$ cat src/rtl/trs_video_pkg.sv
// Shared definitions for the TRS-80 video bus interface: FSM encoding, I/O port
// addresses and the data bit positions of the video mode registers.
package trs_video_pkg;

    typedef enum logic [1:0] {
        StIdle,
        StQual,
        StActive,
        StRecover
    } strobe_state_e;

    typedef enum logic {
        StbMem,
        StbIo
    } strobe_kind_e;

    localparam logic [7:0] PortMod   = 8'hEC;
    localparam logic [7:0] PortOpreg = 8'h84;

    localparam int unsigned ModselBit   = 2;
    localparam int unsigned EnaltsetBit = 3;
    localparam int unsigned InvvideBit  = 3;
    localparam int unsigned PageBit     = 7;

    // Mode register write request, valid on the edge that qualifies an OUT.
    typedef struct packed {
        logic mod_we;
        logic opreg_we;
        logic modsel;
        logic enaltset;
        logic invvide;
        logic page;
    } io_wr_t;

endpackage

$ cat src/rtl/trs_strobe_filter.sv
// Synchronizes the raw Z80 bus and qualifies the WR/OUT strobe pair through a
// glitch filter FSM, producing one pulse and one address/data capture per strobe.
module trs_strobe_filter
    import trs_video_pkg::*;
#(
    parameter int unsigned FILTER = 3
) (
    input  logic        clk,
    input  logic        rst_n,
    input  logic        wr_n_i,
    input  logic        out_n_i,
    input  logic [15:0] a_i,
    input  logic [7:0]  d_i,
    output logic [15:0] a_lat_o,
    output logic [7:0]  d_lat_o,
    output logic        wr_pulse_o,
    output logic        out_pulse_o,
    output io_wr_t      io_wr_o
);

    localparam logic [2:0] FilterCnt = 3'(FILTER);

    logic [1:0]    wr_s_q, out_s_q;
    logic [15:0]   a_s1_q, a_s2_q;
    logic [7:0]    d_s1_q, d_s2_q;
    strobe_state_e state_q;
    strobe_kind_e  kind_q, fire_kind;
    logic [2:0]    count_q, count_inc;
    logic [1:0]    settle_q;
    logic          armed_q;
    logic [15:0]   a_lat_q;
    logic [7:0]    d_lat_q;
    logic          wr_pulse_q, out_pulse_q;
    logic          wr_low, out_low, only_wr, only_out, both_high, same_low, kind_high;
    logic          fire, fire_io;

    always_ff @(posedge clk or negedge rst_n) begin
        if (!rst_n) begin
            wr_s_q  <= 2'b11;
            out_s_q <= 2'b11;
            a_s1_q  <= '0;
            a_s2_q  <= '0;
            d_s1_q  <= '0;
            d_s2_q  <= '0;
        end else begin
            wr_s_q  <= {wr_s_q[0], wr_n_i};
            out_s_q <= {out_s_q[0], out_n_i};
            a_s1_q  <= a_i;
            a_s2_q  <= a_s1_q;
            d_s1_q  <= d_i;
            d_s2_q  <= d_s1_q;
        end
    end

    assign wr_low    = !wr_s_q[1];
    assign out_low   = !out_s_q[1];
    assign only_wr   = wr_low && !out_low;
    assign only_out  = out_low && !wr_low;
    assign both_high = !wr_low && !out_low;
    assign same_low  = (kind_q == StbMem) ? only_wr : only_out;
    assign kind_high = (kind_q == StbMem) ? !wr_low : !out_low;
    assign count_inc = count_q + 3'd1;

    always_comb begin
        fire      = 1'b0;
        fire_kind = kind_q;
        case (state_q)
            StIdle: begin
                if (armed_q && (only_wr || only_out) && (FilterCnt == 3'd1)) begin
                    fire      = 1'b1;
                    fire_kind = only_wr ? StbMem : StbIo;
                end
            end
            StQual: begin
                if (same_low && (count_inc == FilterCnt)) begin
                    fire = 1'b1;
                end
            end
            default: ;
        endcase
    end

    assign fire_io          = fire && (fire_kind == StbIo);
    assign io_wr_o.mod_we   = fire_io && (a_s2_q[7:0] == PortMod);
    assign io_wr_o.opreg_we = fire_io && (a_s2_q[7:0] == PortOpreg);
    assign io_wr_o.modsel   = d_s2_q[ModselBit];
    assign io_wr_o.enaltset = d_s2_q[EnaltsetBit];
    assign io_wr_o.invvide  = d_s2_q[InvvideBit];
    assign io_wr_o.page     = d_s2_q[PageBit];

    // Out of reset the FSM is unarmed: it waits for the synchronizer to flush,
    // then needs FILTER clean high samples so a strobe held across reset is dropped.
    always_ff @(posedge clk or negedge rst_n) begin
        if (!rst_n) begin
            state_q     <= StIdle;
            kind_q      <= StbMem;
            count_q     <= '0;
            settle_q    <= '0;
            armed_q     <= 1'b0;
            a_lat_q     <= '0;
            d_lat_q     <= '0;
            wr_pulse_q  <= 1'b0;
            out_pulse_q <= 1'b0;
        end else begin
            wr_pulse_q  <= fire && (fire_kind == StbMem);
            out_pulse_q <= fire_io;
            if (fire) begin
                a_lat_q <= a_s2_q;
                d_lat_q <= d_s2_q;
            end
            unique case (state_q)
                StIdle: begin
                    if (!armed_q) begin
                        if (!settle_q[1]) begin
                            settle_q <= {settle_q[0], 1'b1};
                        end else if (!both_high) begin
                            count_q <= '0;
                        end else if (count_inc == FilterCnt) begin
                            armed_q <= 1'b1;
                            count_q <= '0;
                        end else begin
                            count_q <= count_inc;
                        end
                    end else if (only_wr || only_out) begin
                        kind_q <= only_wr ? StbMem : StbIo;
                        if (fire) begin
                            state_q <= StActive;
                            count_q <= '0;
                        end else begin
                            state_q <= StQual;
                            count_q <= 3'd1;
                        end
                    end
                end
                StQual: begin
                    if (!same_low) begin
                        state_q <= StIdle;
                        count_q <= '0;
                    end else if (fire) begin
                        state_q <= StActive;
                        count_q <= '0;
                    end else begin
                        count_q <= count_inc;
                    end
                end
                StActive: begin
                    if (kind_high) begin
                        state_q <= StRecover;
                        count_q <= '0;
                    end
                end
                StRecover: begin
                    if (!both_high) begin
                        count_q <= '0;
                    end else if (count_inc == FilterCnt) begin
                        state_q <= StIdle;
                        count_q <= '0;
                    end else begin
                        count_q <= count_inc;
                    end
                end
            endcase
        end
    end

    assign a_lat_o     = a_lat_q;
    assign d_lat_o     = d_lat_q;
    assign wr_pulse_o  = wr_pulse_q;
    assign out_pulse_o = out_pulse_q;

endmodule

$ cat src/rtl/trs_video_bus_if.sv
// TRS-80 video bus snooper: qualified Z80 write strobes, display window decode
// and the video mode registers written through I/O ports.
module trs_video_bus_if
    import trs_video_pkg::*;
#(
    parameter int unsigned FILTER   = 3,
    parameter logic [15:0] DSP_BASE = 16'h3C00
) (
    input  logic        clk,
    input  logic        rst_n,
    input  logic [15:0] TRS_A,
    input  logic [7:0]  TRS_D,
    input  logic        TRS_WR_N,
    input  logic        TRS_OUT_N,
    output logic [15:0] A_lat,
    output logic [7:0]  D_lat,
    output logic        WR_falling_edge,
    output logic        OUT_falling_edge,
    output logic        z80_dsp_sel,
    output logic        mod_modsel,
    output logic        mod_enaltset,
    output logic        opreg_invvide,
    output logic        opreg_page
);

    io_wr_t      io_wr;
    logic [15:0] dsp_off;
    logic        modsel_q, enaltset_q, invvide_q, page_q;

    trs_strobe_filter #(
        .FILTER (FILTER)
    ) u_filter (
        .clk         (clk),
        .rst_n       (rst_n),
        .wr_n_i      (TRS_WR_N),
        .out_n_i     (TRS_OUT_N),
        .a_i         (TRS_A),
        .d_i         (TRS_D),
        .a_lat_o     (A_lat),
        .d_lat_o     (D_lat),
        .wr_pulse_o  (WR_falling_edge),
        .out_pulse_o (OUT_falling_edge),
        .io_wr_o     (io_wr)
    );

    // 16-bit subtraction: addresses below the base wrap high and fall outside.
    assign dsp_off     = A_lat - DSP_BASE;
    assign z80_dsp_sel = (dsp_off < 16'h0400);

    always_ff @(posedge clk or negedge rst_n) begin
        if (!rst_n) begin
            modsel_q   <= 1'b0;
            enaltset_q <= 1'b0;
            invvide_q  <= 1'b0;
            page_q     <= 1'b0;
        end else begin
            if (io_wr.mod_we) begin
                modsel_q   <= io_wr.modsel;
                enaltset_q <= io_wr.enaltset;
            end
            if (io_wr.opreg_we) begin
                invvide_q <= io_wr.invvide;
                page_q    <= io_wr.page;
            end
        end
    end

    assign mod_modsel    = modsel_q;
    assign mod_enaltset  = enaltset_q;
    assign opreg_invvide = invvide_q;
    assign opreg_page    = page_q;

endmodule

$ cat config.mk
export PLATFORM = sky130hd
export DESIGN_NAME = trs_video_bus_if
export DESIGN_NICKNAME = d
export VERILOG_FILES = /design/src/rtl/trs_video_pkg.sv /design/src/rtl/trs_strobe_filter.sv /design/src/rtl/trs_video_bus_if.sv
export SDC_FILE = /design/constraint.sdc
export NUM_CORES = 1
export LEC_CHECK = 0
export ABC_AREA = 1
export CAP_MARGIN = 40
export CORE_MARGIN = 4
export CORE_UTILIZATION = 40
export CTS_CLUSTER_DIAMETER = 150
export CTS_CLUSTER_SIZE = 8
export DETAILED_ROUTE_END_ITERATION = 12
export PLACE_DENSITY = 0.62
export SLEW_MARGIN = 20
export SYNTH_ARGS = -nofsm -noshare
export SYNTH_HDL_FRONTEND = slang
export SYNTH_HIERARCHICAL = 1
export SYNTH_SLANG_ARGS = --single-unit
$ cat constraint.sdc
create_clock -name clk -period 3.2 [get_ports clk]
set_clock_uncertainty 0.1 [all_clocks]
set_input_delay 0.64 -clock clk [delete_from_list [all_inputs] [get_ports clk]]
set_output_delay 0.64 -clock clk [all_outputs]
set_load 0.03 [all_outputs]
### Word level (Yosys, flattened, before mapping)

Cells that the tools add are included.

* $add $sub $neg: 2
* order comparisons: 1
* equality and inequality tests: 14
* mux-type cells: 29
* bitwise logic cells: 3
* reduce and logical (&&, ||, !) cells: 17

Operators by type and width (number)
* $mux 3: 8
* $mux 2: 9
* $eq 8x8->1 const B: 2
* $lt 16x11->1 const B: 1
* $sub 16x14->16 const B: 1
* $pmux 3 s4: 1
* $mux 1: 10
* $ne 2x1->1 const B: 5
* $reduce_and 3->1: 3
* $logic_and 1x1->1: 8
* $pmux 2 s4: 1
* $ne 3x3->1 const B: 2
* $reduce_and 6->1: 1
* $eq 2x2->1 const B: 2
* $add 3x1->3 const B: 1
* $eq 3x2->1 const B: 1
* $ne 3x1->1 const B: 1
* $not 1->1: 3
* $eq 2x1->1 const B: 1
* $logic_not 1->1: 2
* $logic_not 2->1: 1
* $reduce_and 2->1: 1
* $logic_or 1x1->1: 1

* flip-flop bits (word level): 91
* bits of input ports: 28
* logic and storage cells: 86

### Depth between registers and ports, before layout

Gate-level depths: netlist (run 1).

* word-level depth: 10
* mapped depth: 10
* gate-level depth less buffers: 10

### By module

Netlist (run 1), hierarchy kept.

Modules (own cells, without submodules)
* trs_strobe_filter: times used 1, cells each 248, area an instance 2951.6 sq um
* trs_video_bus_if: times used 1, cells each 22, area an instance 175.2 sq um

### Worst setup path before layout (run 1)

OpenSTA, ideal clock, no wires.

* path type: register to output
* start: register u_filter.a_lat_q[10] (netlist: u_filter/a_lat_o[10])
* end: output z80_dsp_sel
* data arrival time: 0.958 ns
* slack: 1.502 ns
* cell stages (with the launch flop): 5
* path buffers: 0
* path through: dfrtp_1 -> nand2_1 -> inv_1 -> nand2_1 -> nor2_2

* word-level cells in the longest chain between the ends: 2

Ends and longest elaborated chain
* start: declaration: RTL line trs_strobe_filter.sv:31 `logic [15:0] a_lat_q;`
* start signal: assignment: RTL line trs_strobe_filter.sv:108 `a_lat_q <= a_s2_q;`
* $sub 16x14->16: RTL line trs_video_bus_if.sv:47 `assign dsp_off = A_lat - DSP_BASE;`
* $lt 16x11->1: RTL line trs_video_bus_if.sv:48 `assign z80_dsp_sel = (dsp_off < 16'h0400);`
* end: declaration: RTL line trs_video_bus_if.sv:19 `output logic z80_dsp_sel,`

No other way between the ends.

### Final worst setup path (run 1)

* start: register u_filter.a_lat_q[14] (netlist: u_filter/a_lat_o[14])
* end: output z80_dsp_sel

Same word-level chain as after synthesis.

==> results of run 1 <==
==> logic make-up (layout without fill, tap and decap cells) <==
kind of cell / count (synthesis) / count (layout) / synth area share, %
AND/OR/NAND/NOR: 127 / 127 / 16.7
flip-flops: 91 / 91 / 73.0
buffers and inverters: 32 / 98 / 5.28
AO/OA/AOI/OAI: 14 / 14 / 2.76
adder cells (fa/ha/maj): 5 / 5 / 2.00
XOR/XNOR: 1 / 1 / 0.280
==> critical path, cell delays in order, from the launching register on <==
cell and delay [ns]:
sky130_fd_sc_hd__dfrtp_1 0.40, sky130_fd_sc_hd__nor2_1 0.11, sky130_fd_sc_hd__nand2_1 0.07, sky130_fd_sc_hd__nor2_2 0.07, sky130_fd_sc_hd__clkdlybuf4s50_1 0.67
==> state kept, by name, indices dropped and copies added (netlist names), 2 cells and up <==
name	flops
u_filter/d_s1_q	8
u_filter/a_s2_q	16
u_filter/a_s1_q	16
u_filter/d_lat_o	8
u_filter/a_lat_o	16
u_filter/wr_s_q	2
u_filter/out_s_q	2
u_filter/state_q	2
u_filter/d_s2_q	8
u_filter/settle_q	2
u_filter/count_q	3
==> cell usage after synthesis <==
cell type,n
sky130_fd_sc_hd__a31oi_1,1
sky130_fd_sc_hd__o21ai_0,7
sky130_fd_sc_hd__dfrtp_1,87
sky130_fd_sc_hd__nand3_2,1
sky130_fd_sc_hd__buf_6,3
sky130_fd_sc_hd__nor2_1,14
sky130_fd_sc_hd__nand2_1,90
sky130_fd_sc_hd__xnor2_1,1
sky130_fd_sc_hd__ha_1,5
sky130_fd_sc_hd__nand4_1,1
sky130_fd_sc_hd__inv_1,21
sky130_fd_sc_hd__o21ai_2,4
sky130_fd_sc_hd__inv_2,2
sky130_fd_sc_hd__nor2_2,3
sky130_fd_sc_hd__buf_4,6
sky130_fd_sc_hd__nor3_1,2
sky130_fd_sc_hd__nand3_1,15
sky130_fd_sc_hd__dfstp_2,4
sky130_fd_sc_hd__nor2_4,1
sky130_fd_sc_hd__a21oi_1,2
==> layout make-up <==
cell class / instances / share of cell area (%)
clock buffer: 11 / 3.58
clock inverter: 5 / 1.08
inverter: 23 / 2.18
multi-input combinational: 147 / 17.2
sequential: 91 / 57.7
tap: 99 / 3.13
timing repair buffer: 59 / 15.1
==> layout by cell type, fill, tap and decap left out <==
master,n
sky130_fd_sc_hd__nor2_1,14
sky130_fd_sc_hd__nand2_1,90
sky130_fd_sc_hd__dfrtp_1,87
sky130_fd_sc_hd__inv_2,2
sky130_fd_sc_hd__nand3_1,15
sky130_fd_sc_hd__ha_1,5
sky130_fd_sc_hd__clkbuf_8,10
sky130_fd_sc_hd__inv_1,21
sky130_fd_sc_hd__o21ai_2,4
sky130_fd_sc_hd__clkinvlp_4,1
sky130_fd_sc_hd__inv_6,3
sky130_fd_sc_hd__nor3_1,2
sky130_fd_sc_hd__xnor2_1,1
sky130_fd_sc_hd__a21oi_1,2
sky130_fd_sc_hd__clkbuf_1,1
sky130_fd_sc_hd__nor2_4,1
sky130_fd_sc_hd__buf_4,1
sky130_fd_sc_hd__o21ai_0,7
sky130_fd_sc_hd__nand3_2,1
sky130_fd_sc_hd__nand4_1,1
sky130_fd_sc_hd__a31oi_1,1
sky130_fd_sc_hd__buf_12,1
sky130_fd_sc_hd__nor2_2,3
sky130_fd_sc_hd__dfstp_2,4
sky130_fd_sc_hd__clkinv_4,1
sky130_fd_sc_hd__clkdlybuf4s50_1,57
==> layer usage <==
metal | vias to the layer above | global-route usage [%]
li1 | 947 | -
met1 | 861 | 16.4
met2 | 45 | 18.5
met3 | 10 | 4.03
met4 | 0 | 5.72
met5 | - | 0
==> power by group through the flow <==
stage,combinational [mW],clock [mW],sequential [mW]
after floorplan,0.278,0,1.58
after global placement,0.707,0,1.44
after detailed placement,0.719,0,1.44
after CTS,0.721,0.739,1.42
after global routing,0.784,0.793,1.44
final,0.712,0.713,1.41
==> per-stage QoR <==
| stage | utilization, % | power (mW) |
|---|---|---|
| after floorplan | - | 1.85 |
| after global placement | 50.9 | 2.14 |
| after detailed placement | 50.9 | 2.16 |
| after CTS | 53.4 | 2.88 |
| after global routing | 53.4 | 3.02 |
| final | 53.4 | 2.84 |
==> worst max path at each step <==
stage	from	to	slack [ns]	cells past startpoint
4_1_cts	u_filter/a_lat_o[14]	z80_dsp_sel	0.75	4
6_report	u_filter/a_lat_o[14]	z80_dsp_sel	0.79	4
5_1_grt	u_filter/count_q[0]	opreg_invvide	0.64	8
2_1_floorplan	u_filter/a_lat_o[10]	z80_dsp_sel	1.50	4
3_5_place_dp	u_filter/count_q[0]	mod_modsel	0.88	7
3_3_place_gp	u_filter/count_q[0]	mod_modsel	0.98	7
==> flow_results.org, run 1 <==
** Outcome
- The flow ran to the end, and the final reports show no timing, DRC or antenna violations.

** Clock tree
- Post-CTS Repair Setup Buffers :: 0
- Clk slew on worst S/H paths :: 0.09 ns
- The clock passes through at most 2 buffers.
- Post_cts resized :: 0
- Deepest level of the CTS H-tree :: 3
- The root buffer cell chosen for the clock tree is sky130_fd_sc_hd__clkbuf_8.
- Hold-fix buffers, CTS :: 0
- Clock tree from TritonCTS :: done
- Cts bufs inserted :: 9
- The later pin in the worst-skew pair is clocked with a latency of 0.35 ns.
- Clk sink count :: 91

** Cells and area
- The number of antenna diodes in the final layout is 0.
- Relative to the synthesized area, the layout overhead comes to 26.5%.
- Multi-input combinational cell area :: 679 um^2
- Final nets :: 364
- The count of cells in the finished layout, fillers not included, comes to 435.
- Total non-filler cell area in the finished layout :: 0.00395 mm^2
- Counting the fill cells in the layout gives 624.
- Of the cells placed in the final design, the portion with a size suffix greater than 1 is 9.52%.
- Summing all flip-flop and latch instances after layout gives 0.00228 mm^2.

** Worst setup path
- The worst register-to-register path ends at mod_modsel.
- STA classifies the critical path startpoint as a flip-flop.
- Register-to-Register Path Depth :: 7
- Arrival @ worst endpoint :: 1.67 ns
- Kind of capture point of the worst setup path :: primary output
- At the worst endpoint, the required time is 2.46 ns.
- The worst register-to-register path has a setup slack of 0.90 ns.
- In this run the critical register-to-register path is launched from u_filter/count_q[0].
- Classification of the worst setup path :: flip-flop to primary output
- Along the worst path, the maximum fanout reaches 3.

** STA
- Maximum clock frequency :: 414 MHz
- Measured against its own limit, the worst slew margin works out to 57.8%.
- Total of endpoints with negative setup slack in the final report :: 0
- At the pin with the least slew margin, the transition time is 0.633 ns.
- Setup repair after global routing left no endpoint under its margin.
- The total count of max-transition violations in the final report is 0.
- Minimum hold slack :: 0.198 ns
- The hold violation total from the final report came to 0.
- Setup slack on the critical path of the routed design comes to 0.786 ns.
- For the finished layout, the period the worst path requires is 2.41 ns.
- Final total negative setup slack :: 0 ns
- Of the available clock period, the critical path in the final layout requires 75.4%.

** Global route
- Initial antenna violation count :: 0
- The via count of the first global-routing pass was 1806.
- For this run, the total global-route usage over all layers was measured as 12.4%.
- Global-route wire length before repair :: 8530 um
- Summed over all layers, the global routing overflow is 0.
- Entering global routing, the biggest net connects 53 pins.

** Synth
- The biggest area contributor in the post-synthesis netlist is sky130_fd_sc_hd__dfrtp_1.
- Register bit count reported by yosys :: 91
- Library cells used by synthesis :: 20
- YS warnings :: 6
- Of the synthesized area, sequential elements account for 73.0%.
- Area share of the largest cell type after synthesis :: 69.6%
- The cell count after synthesis came out at 270.
- Ranking of synthesized cells by area :: sky130_fd_sc_hd__dfrtp_1 70%, sky130_fd_sc_hd__nand2_1 11%, sky130_fd_sc_hd__dfstp_2 3.4%
- Mean post-synth cell area :: 11.6 um^2
- Post-synthesis cell area :: 0.00313 mm^2
- Counting every net in the synthesized netlist gives 303.

** Route
- Vias per std cell :: 4.28
- Detailed routing placed a total of 325 um of wire on met3.
- DR WL/cell :: 12.0 um
- The first TritonRoute pass finished after 6 iterations.
- For this run, design rule violations remaining after detail routing come to 0.
- Amount of wire on met2 after detailed routing :: 2380 um
- Via count :: 1863
- Detailed router's first-iteration violation count :: 75
- Detailed-route wire length :: 5220 um
- DRT met1 WL :: 2430 um
- Number of routed nets with antenna violations :: 0
- Signal routing reaches up to met4.

** Power and ir drop
- The internal portion of the total power is 1.89 mW.
- Pwr/cell area :: 718 mW/mm^2
- The clock network accounts for 25.1% of the total power.
- Switching pwr :: 944 uW
- Net switching is 33.2% of the power.
- Summed over all cells, the static leakage comes to 1.89 nW.
- IR analysis of the VDD net gives a maximum drop of 0.324 mV.
- Combinational cells account for 25.1% of the total power.
- Sequential share of power :: 49.8%

** Die
- Starting Density :: 42.2%
- Die area :: 0.00930 mm^2
- Placement Rows :: 31
- The die is 96.4 um tall.
- CORE AREA :: 0.00741 mm^2
- Pin placement for this block handled 59 I/O pins.
- Floorplan die width :: 96.4 um

** Placement
- The placed instances occupy a cell area of 0.00377 mm^2.
- After legalization and detailed placement, the total HPWL measured 3540 um.
- Cell total after placement :: 419
- At the placement stage, the worst setup path has a slack of 0.883 ns.
- Count of input and output buffers :: 58
- The congestion estimate from routability-driven global placement came to 0.795.

** Run
- Max_cap viols :: 0

** Min path
- Worst hold path type :: input pin to asynchronous set/reset pin
Note: power is estimated with default switching activity, not from simulation.
==> run 2: changes to the inputs <==
PLACE_DENSITY = 0.64   (was 0.62)
clock period = 2.1 ns   (was 3.2 ns; I/O delays follow)
==> flow_results.org, run 2 (synthesized netlist as in run 1, its figures left out) <==
** Min path
- The tightest min-delay check is of the flip-flop to flip-flop type.
- The startpoint identified for the worst hold timing path is u_filter/d_s1_q[3].
- Sink of the worst hold path :: u_filter/d_s2_q[3]
- The worst hold path passes through 0 cells.

** Route
- Detailed router's first-iteration violation count :: 84
- The detailed router used layers up to and including met4.
- The routed design has 5190 um of wire.
- DR WL/cell :: 11.8 um
- Detailed routing inserted a total of 1897 vias.
- Once detail routing completed, the nets flagged for antenna violations numbered 0.
- In the detailed route, the total length drawn on met2 is 2440 um.
- WL met3 :: 384 um
- DRT met1 WL :: 2300 um
- Vias per std cell :: 4.31
- Number of DRC violations after detailed routing :: 0
- Number of iterations in the first detailed-routing pass :: 4

** Worst setup path
- Critical Path Source Type :: flip-flop
- CP Buf/Inv Count :: 1
- Crit-path cells :: clkdlybuf4s50_1
- Crit path largest cell delay :: 0.69 ns
- Broken down by cell family, the worst path's largest delay share belongs to buffers and inverters.
- Kind of capture point of the worst setup path :: primary output
- The number of cells on the worst reg-to-reg path is 7.
- Crit Reg-Reg Startpoint :: u_filter/count_q[0]
- Setup slack on the worst reg-to-reg path comes out at 0.20 ns.
- Worst-path maximum fanout :: 2
- For the worst setup path, the data arrival time is 1.45 ns.
- Required time worst endpoint :: 1.58 ns
- Worst r2r dst :: mod_enaltset
- The setup path with the least slack is of type flip-flop to primary output.
- For this design, the slowest cell found on the critical path is sky130_fd_sc_hd__clkdlybuf4s50_1.

** Clock tree
- Clk sink count :: 91
- Post-CTS Repair Setup Buffers :: 0
- Clock latency on the worst-skew pair :: 0.36 ns
- Clock tree from TritonCTS :: done
- Clk slew on worst S/H paths :: 0.09 ns
- Cts bufs inserted :: 9
- The clock passes through at most 2 buffers.
- Deepest level of the CTS H-tree :: 3
- CTS Root Cell :: sky130_fd_sc_hd__clkbuf_8

** Power and ir drop
- Net switching fraction of the power :: 33.8%
- Per report_power, the clock group accounts for 24.9% of the total.
- Relative contribution of combinational cells to total power :: 25.2%
- For this design the total switching power over the nets is 1.47 mW.
- Leakage power :: 1.92 nW
- Internal power contribution :: 2.86 mW
- The worst-case IR drop observed on VDD is 0.605 mV.
- The share of total power dissipated in sequential elements is 49.8%.
- Power spread over the standard cell area amounts to 1080 mW/mm^2.

** Global route
- Entering global routing, the biggest net connects 42 pins.
- The via count of the first global-routing pass was 1846.
- Gr ovfl total :: 0
- Gr usage total :: 12.9%
- Global-route wire length before repair :: 8690 um
- Initial antenna violation count :: 0

** Placement
- Routability congestion estimate from global placement :: 0.820
- Estimated wirelength of the detail-placed design :: 3660 um
- In this run the cell area measured after placement is 0.00380 mm^2.
- Port buffering added 58 buffers.

** Die
- The floorplan has 31 rows.
- The floorplan step defined a core boundary enclosing 0.00741 mm^2.
- Overall die height :: 96.4 um
- I/O Pins :: 59
- Once the floorplan was initialized, standard cells occupied 42.2% of the core.
- Die area :: 0.00930 mm^2
- From left edge to right edge, the die measures 96.4 um.

** Cells and area
- Relative to the synthesized area, the layout overhead comes to 27.7%.
- The post-route netlist has 10.9% of its cells at a drive strength greater than 1.
- Counting the fill cells in the layout gives 647.
- Leaving out fill and tap cells, the most frequent cell in the layout is sky130_fd_sc_hd__nand2_1.
- Commonest cells after routing, fill and taps aside :: 90 x sky130_fd_sc_hd__nand2_1, 87 x sky130_fd_sc_hd__dfrtp_1, 56 x sky130_fd_sc_hd__clkdlybuf4s50_1
- With fillers left out, the area of the finished cells amounts to 0.00399 mm^2.
- Antenna Cells :: 0
- The net count of the finished layout is 369.

** Run
- Max_cap viols :: 0

** STA
- In this run the tightest slew margin relative to its limit is 71.4%.
- Fin crit share :: 93.8%
- Post-layout min period :: 1.97 ns
- For the pin with the worst max-slew slack, the measured transition is 0.428 ns.
- Setup repair after global routing left no endpoint under its margin.
- Minimum hold slack :: 0.239 ns
- The hold violation total from the final report was 0.
- After routing, the total negative slack on setup checks comes to 0 ns.
- Max-slew violation total from the final report :: 0
- Total of endpoints with negative setup slack in the final report :: 0
- Maximum clock frequency :: 508 MHz

** Outcome
- The run finished with clean final reports.
run 2: layout make-up:
| type | instances | area [um^2] | share of cell area, % |
|---|---|---|---|
| Timing Repair Buffer | 64 | 637 | 16.0 |
| Multi-Input combinational cell | 147 | 679 | 17.0 |
| Tap cell | 99 | 124 | 3.10 |
| Clock inverter | 7 | 60.1 | 1.50 |
| Clock buffer | 9 | 124 | 3.10 |
| Sequential cell | 91 | 2280 | 57.2 |
| Inverter | 23 | 86.3 | 2.16 |
run 2: what timing repair did:
item                                    CTS  global route
hold buffers                              1             0
endpoints found under the setup margin    1             0
hold endpoints to repair                 29             0
gates resized for setup                   1             0
run 2: worst max-delay path by stage:
stage	startpoint	cells past startpoint	to	slack, ns
after global routing	u_filter/count_q[1]	8	mod_enaltset	0.02
after detailed placement	u_filter/count_q[0]	7	mod_modsel	0.21
after floorplan	u_filter/out_s_q[1]	8	mod_enaltset	0.48
after CTS	u_filter/a_lat_o[1]	1	A_lat[1]	0.1
after global placement	u_filter/count_q[0]	7	opreg_invvide	0.32
final	u_filter/a_lat_o[1]	1	A_lat[1]	0.13
run 2: power by group through the flow:
stage / Clock, mW / Combinational, mW / Sequential, mW
floorplan: 0 / 0.423 / 2.40
global placement: 0 / 1.08 / 2.19
detailed placement: 0 / 1.10 / 2.19
CTS: 1.13 / 1.11 / 2.16
global route: 1.21 / 1.21 / 2.19
finish: 1.08 / 1.09 / 2.16
run 2: metrics by stage:
stage               utilization (%)  total power [mW]  instances  setup WS (ns)
detailed placement             51.3              3.29        423          0.209
global placement               51.3              3.27        423          0.316
floorplan                         -              2.83        270          0.478
global route                   53.9              4.61        440         0.0162
finish                         53.9              4.33        440          0.131
CTS                            53.9              4.40        440         0.0984
run 2: per-layer routing:
layer  vias up  GRT usage, %
met5         -             0
met1       887          16.2
met3         6          5.96
met4         0          6.19
li1        959             -
met2        45          18.7
